[config.mk]
export PLATFORM = sky130hd
export DESIGN_NAME = shift_sequencer
export DESIGN_NICKNAME = d
export VERILOG_FILES = /design/src/rtl/shift_sequencer.sv
export SDC_FILE = /design/constraint.sdc
export NUM_CORES = 1
export LEC_CHECK = 0
export CORE_MARGIN = 2
export CORE_UTILIZATION = 41
export DETAILED_ROUTE_END_ITERATION = 16
export PLACE_DENSITY = 0.77
export SLEW_MARGIN = 20
export SYNTH_ARGS = -nofsm -noshare
export SYNTH_HDL_FRONTEND = slang
export SYNTH_SLANG_ARGS = --single-unit
[constraint.sdc]
create_clock -name i_clock -period 1.5 [get_ports i_clock]
set_input_delay 0.15 -clock i_clock [delete_from_list [all_inputs] [get_ports i_clock]]
set_output_delay 0.15 -clock i_clock [all_outputs]
set_load 0.01 [all_outputs]
[src/rtl/shift_sequencer.sv]
// shift_sequencer
// Runs one shift-by-amount request as a series of single-bit steps on an
// external Shifter. Each step's result is fed back as the next operand. The
// final value comes back with a one-cycle o_done pulse.
// Build option SHIFT_SEQ_TIMEOUT_EN adds a per-step watchdog. If a step is
// still pending after TIMEOUT WAIT cycles, the remaining steps are abandoned
// and o_error is flagged.
//
// state | meaning
// ------+------------------------------------------------------
// IDLE  | ready; accepts a request
// ISSUE | one-cycle start pulse for the current step
// WAIT  | step in flight; waiting for the Shifter to finish
// DONE  | one-cycle o_done; o_result presents the final value
module shift_sequencer #(
  parameter int N       = 4,
  parameter int AW      = 3,
  parameter int TIMEOUT = 16
) (
  input  logic          i_clock,
  input  logic          i_reset,
  input  logic          i_req_valid,
  output logic          o_req_ready,
  input  logic          i_req_left,
  input  logic          i_req_rotate,
  input  logic [AW-1:0] i_req_amount,
  input  logic [N-1:0]  i_req_value,
  output logic          o_done,
  output logic [N-1:0]  o_result,
  output logic          o_error,
  output logic          o_shift_start,
  input  logic          i_shift_finished,
  output logic          o_shift_left,
  output logic          o_shift_rotate,
  output logic [N-1:0]  o_shift_value,
  input  logic [N-1:0]  i_shift_value
);

  typedef enum logic [1:0] {S_IDLE, S_ISSUE, S_WAIT, S_DONE} state_t;

  state_t        r_state;
  state_t        w_state_nxt;
  logic          r_left;
  logic          r_rotate;
  logic [N-1:0]  r_work;
  logic [N-1:0]  r_result;
  logic [AW-1:0] r_count;
  logic          w_timeout;

`ifdef SHIFT_SEQ_TIMEOUT_EN
  localparam int TW = (TIMEOUT > 1) ? $clog2(TIMEOUT) : 1;

  logic [TW-1:0] r_tmo_cnt;
  logic          r_error;

  // Watchdog: reload on every ISSUE, count down while the step is pending.
  always_ff @(posedge i_clock) begin
    if (i_reset) begin
      r_tmo_cnt <= '0;
    end else if (r_state == S_ISSUE) begin
      r_tmo_cnt <= TW'(TIMEOUT - 1);
    end else if ((r_state == S_WAIT) && (r_tmo_cnt != '0)) begin
      r_tmo_cnt <= r_tmo_cnt - TW'(1);
    end
  end

  // Terminal count reached on the last allowed WAIT cycle with no finish seen.
  assign w_timeout = (r_state == S_WAIT) && !i_shift_finished && (r_tmo_cnt == '0);

  // Capture the error cause on the way into DONE so it lines up with o_done.
  always_ff @(posedge i_clock) begin
    if (i_reset) begin
      r_error <= 1'b0;
    end else if (w_state_nxt == S_DONE) begin
      r_error <= w_timeout;
    end
  end

  assign o_error = r_error && (r_state == S_DONE);
`else
  // TIMEOUT only matters when the watchdog is built in.
  logic w_unused_timeout;
  assign w_unused_timeout = (TIMEOUT != 0);
  assign w_timeout        = 1'b0;
  assign o_error          = 1'b0;
`endif

  // State register.
  always_ff @(posedge i_clock) begin
    if (i_reset) begin
      r_state <= S_IDLE;
    end else begin
      r_state <= w_state_nxt;
    end
  end

  // Next-state and per-state control outputs.
  always_comb begin
    w_state_nxt   = r_state;
    o_req_ready   = 1'b0;
    o_shift_start = 1'b0;
    o_done        = 1'b0;
    case (r_state)
      S_IDLE: begin
        o_req_ready = 1'b1;
        if (i_req_valid) begin
          w_state_nxt = (i_req_amount == '0) ? S_DONE : S_ISSUE;
        end
      end
      S_ISSUE: begin
        o_shift_start = 1'b1;
        w_state_nxt   = S_WAIT;
      end
      S_WAIT: begin
        if (i_shift_finished) begin
          w_state_nxt = (r_count == AW'(1)) ? S_DONE : S_ISSUE;
        end else if (w_timeout) begin
          w_state_nxt = S_DONE;
        end
      end
      S_DONE: begin
        o_done      = 1'b1;
        w_state_nxt = S_IDLE;
      end
      default: begin
        w_state_nxt = S_IDLE;
      end
    endcase
  end

  // Request latch, working operand, step count and held result.
  always_ff @(posedge i_clock) begin
    if (i_reset) begin
      r_left   <= 1'b0;
      r_rotate <= 1'b0;
      r_work   <= '0;
      r_count  <= '0;
      r_result <= '0;
    end else begin
      case (r_state)
        S_IDLE: begin
          if (i_req_valid) begin
            r_left   <= i_req_left;
            r_rotate <= i_req_rotate;
            r_work   <= i_req_value;
            r_count  <= i_req_amount;
          end
        end
        S_WAIT: begin
          if (i_shift_finished) begin
            r_work  <= i_shift_value;
            r_count <= r_count - AW'(1);
          end
        end
        S_DONE: begin
          r_result <= r_work;
        end
        default: begin
        end
      endcase
    end
  end

  // The working value is presented during DONE. The registered copy holds it
  // afterwards until the next o_done.
  assign o_result       = (r_state == S_DONE) ? r_work : r_result;
  assign o_shift_left   = r_left;
  assign o_shift_rotate = r_rotate;
  assign o_shift_value  = r_work;

endmodule

==> results of run 1 <==
-- worst paths after layout --
path	start	endpoint	slack [ns]	cells after the start
setup reg to reg	r_state[1]$_SDFFE_PP0P_	o_shift_value[1]$_SDFFE_PP0P_	0.08	5
hold reg to reg	o_shift_left$_SDFFE_PP0P_	o_shift_left$_SDFFE_PP0P_	0.47	2
hold / removal	i_req_left	o_shift_left$_SDFFE_PP0P_	0.41	3
setup / recovery	r_state[0]$_SDFFE_PP0P_	o_result[3]	0.08	3
-- flip-flops by register name (all words and copies together) (netlist names) --
signal and count:
r_state 2, o_shift_rotate 1, r_count 3, r_result 4, o_shift_value 4, o_shift_left 1
-- kinds of logic (layout without fill, tap and decap cells) --
group / Yosys count / in the layout / share of synthesized area [%]
fa+ha+maj: 2 / 2 / 3.37
simple gates: 20 / 20 / 18.2
other cells: 1 / 1 / 0.505
buf+inv: 15 / 51 / 10.3
mux: 5 / 5 / 7.42
compound gates: 19 / 19 / 19.7
flops: 15 / 15 / 40.5
-- area by class of cell --
cell class	instances	area (um^2)
timing repair buffer	37	333
tap	25	31.3
clock inverter	1	5.00
clock buffer	3	22.5
sequential	15	303
multi-input combinational	47	379
fill	146	597
inverter	10	37.5
-- routing by layer --
layer | vias to the layer above | wire, um | GRT usage, %
li1 | 339 | - | -
met1 | 308 | 696 | 20.0
met2 | 40 | 808 | 31.7
met3 | 7 | 180 | 3.92
met4 | 0 | 58 | 12.6
met5 | - | 0 | 0
-- placed cells by master (no fill, tap or decap), types with 2 or more instances in the layout --
cell type / n
a21oi_1: 8
clkbuf_2: 3
dfxtp_1: 13
ha_1: 2
clkbuf_4: 3
nand2_1: 2
dfxtp_2: 2
nand3_1: 2
dlygate4sd2_1: 3
inv_1: 10
nor2_1: 2
mux2_2: 3
and2_1: 4
clkdlybuf4s50_1: 22
buf_4: 8
o221ai_1: 4
-- repair_timing --
item	4_1_cts	5_1_grt
pin swaps	1	1
setup endpoints to repair	7	7
gates resized for setup	13	8
hold buffers	0	0
-- power breakdown --
| group | internal, uW | switching [uW] | total (uW) |
|---|---|---|---|
| combinational | 140 | 107 | 247 |
| clock | 99.5 | 144 | 243 |
| sequential | 428 | 21.6 | 450 |
-- metrics by stage --
step | util, % | instances
after detailed placement | 63.5 | 134
after global routing | 65.1 | 138
after global placement | 63.5 | 134
final | 65.1 | 138
after floorplan | - | 77
after CTS | 65.1 | 138
-- worst max-delay path: stages (launching register included) --
cell and delay, ns:
dfxtp_2 0.35, nand2_4 0.10, mux2_4 0.31, clkdlybuf4s15_2 0.23
==> run_results.csv, run 1 <==
group,metric,value,unit
setup_path,end_kind,"primary output",
setup_path,worstPathRequired,1.35,ns
yosys,synthArstFlopShare,0,%
yosys,synth_largest_area_cell,"dfxtp_1",
global_routing,grt_start_max_net_pins,12,
cts,cts_tree,"done",
timing,period_minus_slack,1.42,ns
routing,via_per_inst,5.03,
yosys,synth_most_common_cell,"dfxtp_1",
yosys,synth_edf_count,0,
yosys,yosysWarnings,0,
timing,fmax,0.702,GHz
cells_and_area,nets,133,
yosys,synth_top_cell_area_share,40.5,%
yosys,synth_ff_type,"dfxtp_1",
die,core-area,1710,um^2
die,ios,31,
placed_design,io_buffers,29,
timing,setup_tns,0,ns
die,dieHeight,46.5,um
yosys,netlist-cell-type-count,32,
job,drv_cap,0,
global_routing,antenna_found_initial,0,
placed_design,place_ws,-0.0754,ns
die,die-area,2170,um^2
power,peakVddDrop,0.417,mV
global_routing,grtUsageTotal,18.5,%
timing,postLayoutSetupSlackWorst,0.0751,ns
routing,vias,694,
yosys,netlist_instances,77,
yosys,netlist_top_cells_count,"dfxtp_1 (15), inv_1 (10), a21oi_1 (8)",
cts,cts.path.max_buffers,2,
yosys,synth_seq_area_share,40.5,%
timing,clock_skew,0.000958,ns
routing,drt-total-wl,1740,um
routing,drc,0,
setup_path,path_max_fanout,5,
global_routing,grt_pass1_vias,677,
cts,clk_pin_slew,0.09,ns
timing,drv_slew,0,
yosys,syn_avg_cell_area,9.64,um^2
yosys,ys_ff_latch,15,
cts,h-tree-depth,1,
cts,cts_root_buf,"clkbuf_4",
power,leakage,0.000479,uW
cts,post_cts_buffers,0,
global_routing,grt-ovfl-total,0,
placed_design,dpl_cell_area,1080,um^2
placed_design,gp_congestion,0.901,
timing,hold_viol_final,0,
die,die_w,46.5,um
yosys,synth_area_leaders,"dfxtp_1 (40%), mux2_2 (6.1%), a21oi_1 (5.4%)",
timing,rsz0062_at_grt,"true",
cells_and_area,area_growth,49.7,%
routing,ant_nets,0,
routing,drt_iter0_drc,7,
cells_and_area,final_layout_size_suffix_gt1_share,24.8,%
routing,drtPass1Iterations,4,
power,finalPower,940,uW
setup_path,arrival,1.27,ns
timing,fin_crit_sh,95.0,%
global_routing,grt_pass1_wl,2730,um
cells_and_area,n_antenna_cell,0,
worst_hold_path,hold_path_class,"in2reg",
cts,cts.sinks,15,
setup_path,crit_type,"reg2out",
cts,cts_buffers,3,
routing,wl_per_cell,12.6,um
setup_path,start_kind,"flip-flop",
yosys,netlist_area,742,um^2
placed_design,hpwl,1340,um
die,start_util,43.4,%
status,run_status,"completed",
die,num_rows,15,
timing,hold_slack,0.405,ns
timing,finalSetupViolCount,0,
power,power_density,846,nW/um^2
cts,clk_latency,0.30,ns
cells_and_area,stdcell_area,1110,um^2
yosys,syn-num-nets,96,
Note: power is estimated with default switching activity, not from simulation.
==> inputs of run 2 (changes only) <==
CORE_MARGIN = 5   (was 2)
==> run_results.csv, run 2 (synthesized netlist as in run 1, its figures left out) <==
group,metric,value,unit
status,run_status,"completed",
timing,finalSetupViolCount,0,
die,die_w,52.5,um
routing,via_per_inst,4.92,
routing,ant_nets,0,
placed_design,place_ws,-0.103,ns
power,power_density,824,nW/um^2
placed_design,hpwl,1440,um
cts,cts.sinks,15,
setup_path,max_stage_delay,0.34,ns
timing,clock_skew,0.000623,ns
cells_and_area,final_cell_mix,"clkdlybuf4s50_1 (22), dfxtp_1 (13), inv_1 (10)",
setup_path,worstPathRequired,1.35,ns
routing,wl_per_cell,13.5,um
die,ios,31,
die,die-area,2760,um^2
routing,drtPass1Iterations,4,
cts,clk_pin_slew,0.09,ns
worst_hold_path,hold_path_class,"in2reg",
power,peakVddDrop,0.586,mV
global_routing,grt_pass1_vias,691,
setup_path,cp_top_family,"flip-flops",
global_routing,grt_start_max_net_pins,12,
placed_design,io_buffers,29,
cts,cts.path.max_buffers,2,
cells_and_area,area_growth,52.4,%
cells_and_area,final_layout_size_suffix_gt1_share,24.3,%
cells_and_area,nets,135,
setup_path,cp_slowest_cell,"dfxtp_2",
routing,drt_iter0_drc,8,
cells_and_area,n_antenna_cell,0,
global_routing,grt_pass1_wl,2990,um
timing,setup_tns,0,ns
setup_path,start_kind,"flip-flop",
setup_path,crit_type,"reg2out",
power,leakage,0.000477,uW
timing,drv_slew,0,
timing,fin_crit_sh,96.5,%
cts,clk_latency,0.27,ns
placed_design,gp_congestion,0.815,
global_routing,grt-ovfl-total,0,
routing,drc,0,
cts,cts_root_buf,"clkbuf_4",
global_routing,grtUsageTotal,14.8,%
timing,hold_viol_final,0,
die,start_util,43.0,%
setup_path,arrival,1.30,ns
timing,postLayoutSetupSlackWorst,0.0531,ns
timing,rsz0062_at_grt,"true",
setup_path,path_cells,"nand2_2, buf_6, mux2_2, buf_2",
timing,fmax,0.691,GHz
die,core-area,1730,um^2
cells_and_area,mostFrequentLayoutCell,"clkdlybuf4s50_1",
cts,h-tree-depth,1,
setup_path,cp_num_buf_inv,2,
cts,cts_buffers,3,
timing,period_minus_slack,1.45,ns
setup_path,path_max_fanout,4,
global_routing,antenna_found_initial,0,
job,drv_cap,0,
setup_path,end_kind,"primary output",
setup_path,reg2reg_slack,0.07,ns
routing,drt-total-wl,1890,um
routing,vias,689,
cts,cts_tree,"done",
die,dieHeight,52.5,um
die,num_rows,15,
run 2: per-layer routing:
metal / up-vias / wire (um) / GRT usage [%]
met1: 322 / 797 / 17.2
met5: - / 0 / 0
li1: 342 / - / -
met4: 0 / 36 / 7.23
met2: 21 / 946 / 24.8
met3: 4 / 110 / 3.99
run 2: per-stage QoR:
| stage | std cells | util [%] | area (um^2) | power (uW) | hold slack, ns |
|---|---|---|---|---|---|
| 2_1_floorplan | 77 | - | 742 | 573 | 0.219 |
| 3_3_place_gp | 135 | 63.3 | 1090 | 702 | 0.441 |
| 3_5_place_dp | 135 | 63.3 | 1090 | 708 | 0.450 |
| 4_1_cts | 140 | 64.4 | 1110 | 932 | 0.443 |
| 5_1_grt | 140 | 65.5 | 1130 | 985 | 0.455 |
| 6_report | 140 | 65.5 | 1130 | 932 | 0.447 |
run 2: final timing paths:
check,start,to,depth (start not counted)
worst max register to register,r_state[1]$_SDFFE_PP0P_,o_shift_value[0]$_SDFFE_PP0P_,5
worst min-delay path,i_req_left,o_shift_left$_SDFFE_PP0P_,3
worst max-delay path,r_state[0]$_SDFFE_PP0P_,o_result[2],4
worst min register to register,o_shift_left$_SDFFE_PP0P_,o_shift_left$_SDFFE_PP0P_,2
run 2: worst register-to-register path: stages, from the launching register on:
cell and delay [ns]:
dfxtp_2 0.34, buf_4 0.15, or3b_4 0.42, buf_4 0.17, o221ai_1 0.18, a21oi_1 0.06
run 2: area by class of cell:
cell class / instances / area [um^2]
clock buffers: 4 / 26.3
well taps: 25 / 31.3
fillers: 153 / 596
inverters: 10 / 37.5
repair buffers: 39 / 363
flip-flops and latches: 15 / 303
multi-input cells: 47 / 370
run 2: power breakdown:
group          leakage [uW]  internal, uW  switching (uW)  total (uW)
clock network     0.0000150           103             127         230
logic              0.000338           144             110         255
registers          0.000124           428            19.6         448
run 2: timing repair:
action                                  in CTS  in global routing
buffers inserted                             1                  0
endpoints found under the hold margin        0                  0
resized for setup                           18                  6
hold buffers                                 0                  0
endpoints found under the setup margin       7                  9
pin swaps                                    1                  0
==> inputs of run 3 (changes only) <==
MAX_ROUTING_LAYER = met4   (was unset)
==> run_results.csv, run 3 (synthesized netlist as in run 1, its figures left out) <==
group,metric,value,unit
setup_path,timing.rr.start,"r_state[1]$_SDFFE_PP0P_",
placed_design,gp_congestion,0.827,
power,power_density,824,nW/um^2
routing,drt_iter0_drc,8,
timing,rsz0062_at_grt,"true",
routing,drc,0,
cells_and_area,final-seq-area,303,um^2
cts,clk_latency,0.28,ns
cts,cts_tree,"done",
die,ios,31,
cells_and_area,multiInputGateArea,370,um^2
setup_path,path_max_fanout,4,
cells_and_area,final_cell_mix,"clkdlybuf4s50_1 (22), dfxtp_1 (13), inv_1 (10)",
worst_hold_path,hp-start,"i_req_left",
routing,drtPass1Iterations,4,
power,finalPower,932,uW
power,leakage,0.000477,uW
cts,cts.path.max_buffers,2,
cells_and_area,nets,135,
global_routing,grt_pass1_wl,2990,um
timing,drv_slew,0,
setup_path,arrival,1.30,ns
cells_and_area,utilization,65.5,%
placed_design,dp.cells,135,
worst_hold_path,holdPathStages,3,
global_routing,antenna_found_initial,0,
global_routing,grt_start_max_net_pins,12,
routing,via_per_inst,4.96,
global_routing,grt_pass1_vias,692,
global_routing,grt-ovfl-total,0,
cts,cts.sinks,15,
cells_and_area,n_antenna_cell,0,
die,die-area,2760,um^2
die,start_util,43.0,%
worst_hold_path,hold_path_class,"in2reg",
die,die_w,52.5,um
setup_path,start_kind,"flip-flop",
timing,hold_slack,0.446,ns
timing,finalSetupViolCount,0,
routing,vias,695,
die,core-area,1730,um^2
cts,clk_pin_slew,0.09,ns
setup_path,reg2reg_slack,0.07,ns
cells_and_area,area_growth,52.4,%
worst_hold_path,hold_end,"o_shift_left$_SDFFE_PP0P_",
timing,clock_skew,0.000603,ns
power,peakVddDrop,0.586,mV
routing,drt-total-wl,1900,um
routing,wl_per_cell,13.6,um
routing,ant_nets,0,
setup_path,ff2ff_path_depth,5,
cells_and_area,mostFrequentLayoutCell,"clkdlybuf4s50_1",
timing,fin_crit_sh,96.6,%
cells_and_area,nFillCells,153,
setup_path,end_kind,"primary output",
cts,cts_root_buf,"clkbuf_4",
die,num_rows,15,
placed_design,io_buffers,29,
job,drv_cap,0,
die,dieHeight,52.5,um
global_routing,grtUsageTotal,15.2,%
status,run_status,"completed",
timing,setup_tns,0,ns
setup_path,rr_endpoint,"o_shift_value[0]$_SDFFE_PP0P_",
cells_and_area,final_layout_size_suffix_gt1_share,24.3,%
timing,hold_viol_final,0,
setup_path,crit_type,"reg2out",
timing,fmax,0.690,GHz
timing,period_minus_slack,1.45,ns
setup_path,worstPathRequired,1.35,ns
placed_design,hpwl,1440,um
cells_and_area,fin_cells,140,
cts,cts_buffers,3,
cts,h-tree-depth,1,
-- run 3: cell counts in the layout (fill, tap and decap cells not counted) --
Identical to the previous run, type by type.
-- run 3: what timing repair did --
action	CTS	global route
setup buffers	1	0
pin swaps	1	0
setup endpoints to repair	7	9
resized for setup	18	6
hold buffers	0	0
-- run 3: how the worst max path moves through the flow --
stage | from | end | slack (ns) | cells after the start
6_report | r_state[0]$_SDFFE_PP0P_ | o_result[2] | 0.05 | 4
5_1_grt | r_state[0]$_SDFFE_PP0P_ | o_result[0] | -0.003 | 4
4_1_cts | r_state[1]$_SDFFE_PP0P_ | o_shift_value[1]$_SDFFE_PP0P_ | 0.02 | 5
3_5_place_dp | i_req_valid | o_shift_value[1]$_SDFFE_PP0P_ | -0.10 | 5
3_3_place_gp | i_req_valid | o_shift_value[0]$_SDFFE_PP0P_ | -0.06 | 5
2_1_floorplan | r_state[1]$_SDFFE_PP0P_ | r_count[0]$_SDFFE_PP0P_ | 0.20 | 5
-- run 3: routing by layer --
metal,part of all wire [%],routed length [um],up-vias,track usage (%)
met4,1.7,33,0,7.23
met5,0,0,-,-
met1,41,780,320,17.2
met2,50,945,27,24.8
met3,7.3,138,6,3.99
li1,-,-,342,-
-- run 3: per-stage QoR --
step	worst slack, ns	area, um^2
finish	0.0509	1130
global route	-0.00344	1130
CTS	0.0151	1110
detailed placement	-0.103	1090
global placement	-0.0595	1090
floorplan	0.200	742
-- run 3: final cells by class --
type	instances	area share (%)
multi-input combinational	47	32.7
timing repair buffer	39	32.1
clock buffer	4	2.32
inverter	10	3.32
tap	25	2.77
sequential	15	26.8
-- run 3: critical path, cell delays in order, from the launching register on --
cell	delay [ns]
dfxtp_2	0.35
nand2_2	0.08
buf_6	0.12
mux2_2	0.33
buf_2	0.14
-- run 3: where the power goes --
| part | internal [uW] | leakage, uW | switching [uW] |
|---|---|---|---|
| Combinational | 144 | 0.000338 | 110 |
| Clock | 103 | 0.0000150 | 127 |
| Sequential | 428 | 0.000124 | 19.6 |
| Total | 676 | 0.000477 | 257 |
